===== src/rtl/irq_timer_pkg.sv =====
// irq_timer_pkg -- shared definitions for the irq_timer block.
//   Register offsets (word index taken from iomem_addr[4:2]), CTRL/STATUS
//   bit positions, register widths and a byte-lane merge helper.
package irq_timer_pkg;

  localparam int DATA_W     = 32;
  localparam int STRB_W     = DATA_W / 8;
  localparam int ADDR_LSB   = 2;
  localparam int ADDR_MSB   = 4;

  typedef enum logic [2:0] {
    REG_CTRL     = 3'd0,
    REG_PRESCALE = 3'd1,
    REG_RELOAD   = 3'd2,
    REG_COUNT    = 3'd3,
    REG_STATUS   = 3'd4,
    REG_CAPTURE  = 3'd5
  } reg_off_e;

  localparam int CTRL_EN    = 0;
  localparam int CTRL_AUTO  = 1;
  localparam int CTRL_IE    = 2;
  localparam int CTRL_W     = 3;

  localparam int STAT_EXP   = 0;
  localparam int STAT_CAP   = 1;

  localparam int PRESCALE_W = 16;
  localparam int COUNT_W    = 32;

  // Merge new_v into old_v on the byte lanes selected by strb.
  function automatic logic [DATA_W-1:0] apply_wstrb(input logic [DATA_W-1:0] old_v,
                                                    input logic [DATA_W-1:0] new_v,
                                                    input logic [STRB_W-1:0] strb);
    logic [DATA_W-1:0] r;
    r = old_v;
    for (int i = 0; i < STRB_W; i++) begin
      if (strb[i]) r[8*i +: 8] = new_v[8*i +: 8];
    end
    return r;
  endfunction

endpackage


===== src/rtl/irq_timer_if.sv =====
// irq_timer_if -- picosoc-style iomem bus between the SoC and irq_timer.
//   iomem_valid/wstrb/addr/wdata : master -> slave request (valid pre-decoded)
//   iomem_rdata/iomem_ready      : slave -> master completion
interface irq_timer_if;
  import irq_timer_pkg::*;

  logic              iomem_valid;
  logic [STRB_W-1:0] iomem_wstrb;
  logic [DATA_W-1:0] iomem_addr;
  logic [DATA_W-1:0] iomem_wdata;
  logic [DATA_W-1:0] iomem_rdata;
  logic              iomem_ready;

  modport master (
    output iomem_valid, iomem_wstrb, iomem_addr, iomem_wdata,
    input  iomem_rdata, iomem_ready
  );

  modport slave (
    input  iomem_valid, iomem_wstrb, iomem_addr, iomem_wdata,
    output iomem_rdata, iomem_ready
  );
endinterface


===== src/rtl/irq_timer_prescale.sv =====
// irq_timer_prescale -- prescaler for irq_timer.
//   clk, resetn : clock, asynchronous active-low reset
//   en          : count enable (CTRL.EN)
//   clr         : synchronous restart to 0 (takes priority over en)
//   limit       : PRESCALE value; counter runs 0..limit
//   tick        : one-cycle pulse while the counter sits at limit and en=1
module irq_timer_prescale
  import irq_timer_pkg::*;
(
  input  logic                  clk,
  input  logic                  resetn,
  input  logic                  en,
  input  logic                  clr,
  input  logic [PRESCALE_W-1:0] limit,
  output logic                  tick
);

  logic [PRESCALE_W-1:0] cnt_q, cnt_d;

  // >= rather than == so that lowering PRESCALE below the current count
  // wraps immediately instead of running through the whole 16-bit range.
  assign tick = en && (cnt_q >= limit);

  always_comb begin
    cnt_d = cnt_q;
    if (clr)     cnt_d = '0;
    else if (en) cnt_d = tick ? '0 : cnt_q + 16'd1;
  end

  always_ff @(posedge clk or negedge resetn) begin
    if (!resetn) cnt_q <= '0;
    else         cnt_q <= cnt_d;
  end

endmodule


===== src/rtl/irq_timer.sv =====
// irq_timer -- prescaled down-counter with interrupt, on the picosoc iomem bus.
//   clk        : system clock (rising edge)
//   resetn     : asynchronous active-low reset
//   bus        : irq_timer_if.slave (iomem_valid/wstrb/addr/wdata/rdata/ready)
//   capture_in : async capture pin (only with IRQ_TIMER_CAPTURE_EN)
//   irq        : level interrupt = (EXP [| CAP]) & CTRL.IE, registered
// Registers by addr[4:2]: 0 CTRL, 1 PRESCALE, 2 RELOAD, 3 COUNT, 4 STATUS (W1C),
// 5 CAPTURE. Optional feature macro: IRQ_TIMER_CAPTURE_EN.
module irq_timer
  import irq_timer_pkg::*;
#(
  parameter logic [7:0] BASE_SEL = 8'h09  // SoC decode of addr[31:24]; informational
)
(
  input  logic        clk,
  input  logic        resetn,
  irq_timer_if.slave  bus,
`ifdef IRQ_TIMER_CAPTURE_EN
  input  logic        capture_in,
`endif
  output logic        irq
);

  logic                  ready_q, hold_q, irq_q, irq_d;
  logic [DATA_W-1:0]     rdata_q, rdata_d, rd_val;
  logic [CTRL_W-1:0]     ctrl_q, ctrl_d;
  logic [PRESCALE_W-1:0] prescale_q, prescale_d;
  logic [COUNT_W-1:0]    reload_q, reload_d, count_q, count_d;
  logic                  exp_q, exp_d;
  logic                  cap_q;
  logic [COUNT_W-1:0]    capture_q;
  logic                  irq_src;
  logic                  acc, wr, tick, expire, presc_clr, w1c_exp;
  logic [2:0]            reg_sel;
  logic [DATA_W-1:0]     ctrl_wval, prescale_wval, reload_wval, count_wval;
  logic                  unused_bits;

  assign reg_sel = bus.iomem_addr[ADDR_MSB:ADDR_LSB];

  // hold_q blocks a valid that was already high across reset so that only a
  // freshly presented request is answered; ready_q gates re-arming so a held
  // valid produces one pulse every other cycle.
  assign acc = bus.iomem_valid & ~ready_q & ~hold_q;
  assign wr  = acc & (|bus.iomem_wstrb);

  assign ctrl_wval     = apply_wstrb({{(DATA_W-CTRL_W){1'b0}}, ctrl_q}, bus.iomem_wdata, bus.iomem_wstrb);
  assign prescale_wval = apply_wstrb({{(DATA_W-PRESCALE_W){1'b0}}, prescale_q}, bus.iomem_wdata, bus.iomem_wstrb);
  assign reload_wval   = apply_wstrb(reload_q, bus.iomem_wdata, bus.iomem_wstrb);
  assign count_wval    = apply_wstrb(count_q, bus.iomem_wdata, bus.iomem_wstrb);

  irq_timer_prescale u_prescale (
    .clk    (clk),
    .resetn (resetn),
    .en     (ctrl_q[CTRL_EN]),
    .clr    (presc_clr),
    .limit  (prescale_q),
    .tick   (tick)
  );

  assign expire  = tick && (count_q == '0);
  assign w1c_exp = wr && (reg_sel == REG_STATUS) && bus.iomem_wstrb[0] && bus.iomem_wdata[STAT_EXP];
  // Set beats a same-cycle write-1-to-clear.
  assign exp_d   = (exp_q & ~w1c_exp) | expire;

  // Timer update first, then bus writes so a COUNT/CTRL write overrides it.
  always_comb begin
    ctrl_d     = ctrl_q;
    prescale_d = prescale_q;
    reload_d   = reload_q;
    count_d    = count_q;
    presc_clr  = 1'b0;
    if (tick) begin
      if (count_q != '0)          count_d = count_q - 32'd1;
      else if (ctrl_q[CTRL_AUTO]) count_d = reload_q;
      else                        ctrl_d[CTRL_EN] = 1'b0;
    end
    if (wr) begin
      case (reg_sel)
        REG_CTRL: begin
          ctrl_d    = ctrl_wval[CTRL_W-1:0];
          presc_clr = ctrl_wval[CTRL_EN] != ctrl_q[CTRL_EN];
        end
        REG_PRESCALE: prescale_d = prescale_wval[PRESCALE_W-1:0];
        REG_RELOAD:   reload_d   = reload_wval;
        REG_COUNT:    count_d    = count_wval;
        default: ;
      endcase
    end
  end

  always_comb begin
    rd_val = '0;
    case (reg_sel)
      REG_CTRL:     rd_val[CTRL_W-1:0]     = ctrl_q;
      REG_PRESCALE: rd_val[PRESCALE_W-1:0] = prescale_q;
      REG_RELOAD:   rd_val                 = reload_q;
      REG_COUNT:    rd_val                 = count_q;
      REG_STATUS: begin
        rd_val[STAT_EXP] = exp_q;
        rd_val[STAT_CAP] = cap_q;
      end
      REG_CAPTURE:  rd_val                 = capture_q;
      default:      rd_val                 = '0;
    endcase
  end

  assign rdata_d = acc ? rd_val : '0;
  assign irq_d   = irq_src & ctrl_d[CTRL_IE];

`ifdef IRQ_TIMER_CAPTURE_EN
  // [0],[1] synchronise capture_in; [2] holds the previous synced level.
  logic [2:0]         cap_sync_q;
  logic               cap_edge, cap_d, w1c_cap;
  logic [COUNT_W-1:0] capture_d;

  assign cap_edge  = cap_sync_q[1] & ~cap_sync_q[2];
  assign w1c_cap   = wr && (reg_sel == REG_STATUS) && bus.iomem_wstrb[0] && bus.iomem_wdata[STAT_CAP];
  assign cap_d     = (cap_q & ~w1c_cap) | cap_edge;
  assign capture_d = cap_edge ? count_q : capture_q;
  assign irq_src   = exp_d | cap_d;

  always_ff @(posedge clk or negedge resetn) begin
    if (!resetn) begin
      cap_sync_q <= '0;
      cap_q      <= 1'b0;
      capture_q  <= '0;
    end else begin
      cap_sync_q <= {cap_sync_q[1:0], capture_in};
      cap_q      <= cap_d;
      capture_q  <= capture_d;
    end
  end
`else
  assign cap_q     = 1'b0;
  assign capture_q = '0;
  assign irq_src   = exp_d;
`endif

  always_ff @(posedge clk or negedge resetn) begin
    if (!resetn) begin
      ready_q    <= 1'b0;
      hold_q     <= 1'b1;
      rdata_q    <= '0;
      irq_q      <= 1'b0;
      ctrl_q     <= '0;
      prescale_q <= '0;
      reload_q   <= '0;
      count_q    <= '0;
      exp_q      <= 1'b0;
    end else begin
      ready_q    <= acc;
      hold_q     <= hold_q & bus.iomem_valid;
      rdata_q    <= rdata_d;
      irq_q      <= irq_d;
      ctrl_q     <= ctrl_d;
      prescale_q <= prescale_d;
      reload_q   <= reload_d;
      count_q    <= count_d;
      exp_q      <= exp_d;
    end
  end

  assign bus.iomem_ready = ready_q;
  assign bus.iomem_rdata = rdata_q;
  assign irq             = irq_q;

  // Address bits outside [4:2], BASE_SEL and the unused merge bits are
  // intentionally ignored.
  assign unused_bits = ^{bus.iomem_addr[DATA_W-1:ADDR_MSB+1], bus.iomem_addr[ADDR_LSB-1:0],
                         BASE_SEL, ctrl_wval[DATA_W-1:CTRL_W], prescale_wval[DATA_W-1:PRESCALE_W]};

endmodule


===== src/flat_wrapper.sv =====
// flat-port wrapper written by rule: the top's interface ports become plain ports
module irq_timer_flat import irq_timer_pkg::*;
#(
  parameter logic [7:0] BASE_SEL = 8'h09                                             
)
  (clk, resetn, irq, bus_iomem_valid, bus_iomem_wstrb, bus_iomem_addr, bus_iomem_wdata, bus_iomem_rdata, bus_iomem_ready);
  irq_timer_if bus_i ();
  input  logic clk;
  input  logic resetn;
  output logic irq;
  input wire logic [$bits(bus_i.iomem_valid)-1:0] bus_iomem_valid;
  input wire logic [$bits(bus_i.iomem_wstrb)-1:0] bus_iomem_wstrb;
  input wire logic [$bits(bus_i.iomem_addr)-1:0] bus_iomem_addr;
  input wire logic [$bits(bus_i.iomem_wdata)-1:0] bus_iomem_wdata;
  output wire logic [$bits(bus_i.iomem_rdata)-1:0] bus_iomem_rdata;
  output wire logic [$bits(bus_i.iomem_ready)-1:0] bus_iomem_ready;
  assign bus_i.iomem_valid = bus_iomem_valid;
  assign bus_i.iomem_wstrb = bus_iomem_wstrb;
  assign bus_i.iomem_addr = bus_iomem_addr;
  assign bus_i.iomem_wdata = bus_iomem_wdata;
  assign bus_iomem_rdata = bus_i.iomem_rdata;
  assign bus_iomem_ready = bus_i.iomem_ready;
  irq_timer #(.BASE_SEL(BASE_SEL)) u_core (.clk(clk), .resetn(resetn), .bus(bus_i), .irq(irq));
endmodule

===== config.mk =====
export PLATFORM = sky130hd
export DESIGN_NAME = irq_timer_flat
export DESIGN_NICKNAME = d
export VERILOG_FILES = /design/src/rtl/irq_timer_pkg.sv /design/src/rtl/irq_timer_if.sv /design/src/rtl/irq_timer_prescale.sv /design/src/rtl/irq_timer.sv /design/src/flat_wrapper.sv
export SDC_FILE = /design/constraint.sdc
export NUM_CORES = 1
export LEC_CHECK = 0
export CAP_MARGIN = 10
export CORE_ASPECT_RATIO = 0.8
export CORE_MARGIN = 2
export CORE_UTILIZATION = 45
export DETAILED_ROUTE_END_ITERATION = 16
export DONT_BUFFER_PORTS = 1
export GPL_ROUTABILITY_DRIVEN = 0
export PLACE_DENSITY = 0.66
export SLEW_MARGIN = 10
export SYNTH_ARGS = -nofsm -noshare
export SYNTH_HDL_FRONTEND = slang
export SYNTH_SLANG_ARGS = --single-unit
export TNS_END_PERCENT = 10

===== constraint.sdc =====
create_clock -name clk -period 7 [get_ports clk]
set_clock_uncertainty 0.05 [all_clocks]
set_input_delay 1.05 -clock clk [delete_from_list [all_inputs] [get_ports clk]]
set_output_delay 1.05 -clock clk [all_outputs]
set_load 0.05 [all_outputs]

==> impl_metrics.toml <==
[critical_path]
path_class = "flop to flop"
setup.worst_path.start = "u_core.u_prescale.cnt_q[15]"
slowest_delay_ns = 0.80
path_cells = "ha_1, nand4_1, nor4_1, a22o_1, o211a_1, nor2_1, a221o_1"
path_max_fanout = 26
worstPathArrival_ns = 3.46
reg2reg_from = "u_core.u_prescale.cnt_q[15]"
ff2ff_setup_slack_ns = 3.81
rr_worst_depth = 7
slowest_stage = "o211a_1"
r2r_end = "u_core.count_q[26]"
worst_setup_path_end_kind = "flop"
crit_family = "compound AO/OA/AOI/OAI gates"
critPathBufInv = 0
crit_required_ns = 7.27
startpoint_type = "flop"

[synth]
synth-seq-cells = 135
ys_seq_area_share_pct = 44.1
avgSynthCellArea_um2 = 9.87
synth_fp_nets = 866
synth_flop_cell = "dfrtp_1"
ys_warn_count = 0
async_flop_share_pct = 100
syn_inst = 776
syn_area_mm2 = 0.00766
ys_types = 79
synth_edf_count = 0

[global_routing]
antenna_found_initial = 0
gr-total-overflow = 0
grt_pass1_wl_mm = 33.2
grt_max_degree = 136
grt_pass1_vias = 6117
grt_use_total_pct = 23.9

[die]
pin_count = 105
fp.dieW_um = 150
dieArea_mm2 = 0.0181
die_h_um = 121
rows = 42
start_util_pct = 46.1
core-area_mm2 = 0.0166

[routing]
drc = 0
wl_mm = 21.1
first_pass_iters = 5
drt-vias-per-instance = 6.28
wire_per_inst_um = 21.4
num_vias = 6175
drt_iter0_markers = 721
ant_nets = 0

[power]
seqPwrFrac_pct = 44.2
peakVddDrop_mv = 0.179
power_frac_comb_pct = 20.2
p_leak_nw = 3.57
p_sw_uw = 897
p_per_area_mw_per_mm2 = 324
power_frac_clock_pct = 35.6
swShare_pct = 33.0
internal_power_mw = 1.82

[timing]
worst_pin_slew_ns = 0.990
period_minus_slack_ns = 3.19
finalSetupTns_ns = 0
slew-limit-headroom_pct = 34.0
rsz0062_at_grt = "no"
hold_viol = 0
clock.fmax_mhz = 313
whs_ns = 0.253
period_share_pct = 45.6
timing.final.max_slew_violations = 0
finalSetupViolations = 0

[finish]
final_nets = 840
final_cell_area_mm2 = 0.00839
num_antenna_cells = 0
nFillCells = 1484
drive_above_1_share_pct = 17.3
synthToLayoutAreaGrowth_pct = 9.46
multiInputGateArea_mm2 = 0.00395
final_cells = 983
register_area_mm2 = 0.00338

[place]
dp_hpwl_mm = 14.2
placed_cells = 951
port_buffers = 0
placed_cell_area_mm2 = 0.00775

[clock_network]
cts_buffer_depth = 2
clk_latency_ns = 0.44
cts_tree = "yes"
cts_setup_buffers = 0
cts.clk_slew.worst_paths_ns = 0.06
ctsResizeCount = 0
h-tree-depth = 4
cts-root-buf = "clkbuf_16"
clock-sinks = 135
cts_buffers = 17
cts_hold_buffers = 0

[hold_path]
hold_class = "primary input to async pin"

[job]
cap_violations = 0

[run_status]
status = "finished, final reports clean"
-- sequential cells by signal, summed over array words and instances, names as in the netlist --
name / cells
u_core.ctrl_q: 3
u_core.u_prescale.cnt_q: 16
u_core.count_q: 32
u_core.hold_q: 1
u_core.prescale_q: 16
u_core.irq: 1
u_core.bus.iomem_ready: 1
u_core.bus.iomem_rdata: 32
u_core.exp_q: 1
u_core.reload_q: 32
-- per-layer routing --
metal  GRT usage, %  wire length [µm]
met5              0                 0
met4           8.25               329
met3           6.34              1900
met2           35.9              9520
met1           33.3              9320
-- cell usage in the layout (no fill, tap or decap), types with 9 or more instances in the layout --
master	n
dfrtp_1	134
nor2_1	87
mux2_2	66
nand2_1	60
a21oi_1	41
a22oi_1	38
inv_1	25
nand3_1	23
ha_1	19
mux2i_1	18
o21ai_0	18
o21ai_1	17
clkbuf_16	17
nor3_1	15
a22o_1	10
o22ai_1	10
a21o_1	9
-- layout make-up --
type	instances	share of cell area, %
Inverter	25	1.12
Clock inverter	13	2.12
Sequential cell	135	40.3
Multi-Input combinational cell	564	47.2
Tap cell	220	3.28
Timing Repair Buffer	7	0.627
Clock buffer	19	5.40
-- synthesized netlist by cell type (all sizes together) (3+ instances only) --
cell	instances	share of area, %
nor4	15	2.1
clkbuf	28	1.4
a221o	6	0.78
nor2	87	4.3
o21ai	36	2.4
nand2	61	3.1
mux2i	18	2.4
o221a	4	0.59
or2	7	0.57
and2	8	0.65
mux2	66	9.7
nor3b	5	0.62
o31ai	3	0.29
or4	3	0.39
dfrtp	134	44
a21o	9	0.88
a2111oi	5	0.67
a22oi	38	3.7
buf	24	1.7
o211ai	5	0.56
and3	3	0.25
o22ai	10	0.82
ha	19	3.1
a31oi	5	0.41
nand3	23	1.5
nand4	9	1.0
a211oi	6	0.59
or3	5	0.41
inv	25	1.2
nor3	19	1.7
a22o	10	1.1
nor2b	4	0.33
nand2b	4	0.33
a21oi	42	2.7
-- metrics by stage --
step / worst slack [ns] / utilization [%] / power, mW
6_report: 3.81 / 50.5 / 2.72
4_1_cts: 3.88 / 50.5 / 2.71
3_3_place_gp: 3.56 / 46.7 / 1.71
2_1_floorplan: 4.15 / - / 1.61
5_1_grt: 3.72 / 50.5 / 2.84
3_5_place_dp: 3.50 / 46.7 / 1.74
-- power groups by stage --
| stage | Combinational [mW] | Sequential (mW) | Clock (mW) |
|---|---|---|---|
| floorplan | 0.506 | 1.10 | 0 |
| global placement | 0.516 | 1.19 | 0 |
| detailed placement | 0.539 | 1.20 | 0 |
| CTS | 0.547 | 1.19 | 0.976 |
| global route | 0.607 | 1.22 | 1.01 |
| finish | 0.549 | 1.20 | 0.966 |
-- worst max-delay path by stage --
stage / end / depth (start not counted) / slack [ns]
after global routing: u_core.count_q[26] / 7 / 3.72
final: u_core.count_q[26] / 7 / 3.81
after detailed placement: u_core.count_q[16] / 5 / 3.50
after floorplan: u_core.count_q[2] / 8 / 4.15
after global placement: u_core.count_q[19] / 5 / 3.56
after CTS: u_core.u_prescale.cnt_q[6] / 8 / 3.88
-- worst register-to-register path: cells and delay by family (launching register included) --
family | cells | cell delay (ns)
adders and majority gates | 1 | 0.36
DFF | 1 | 0.42
and+or+nand+nor | 3 | 0.79
AOI/OAI and AO/OA | 3 | 1.47
-- cell families (layout without fill, tap and decap cells) --
logic type / after synthesis / in the layout / synth area share (%)
flops: 135 / 135 / 44.1
compound gates: 199 / 199 / 17.9
fa+ha+maj: 19 / 19 / 3.10
xor+xnor: 1 / 1 / 0.114
buf+inv: 77 / 64 / 4.33
simple gates: 260 / 260 / 18.1
mux: 85 / 85 / 12.3
(Power assumes the default switching activity.)
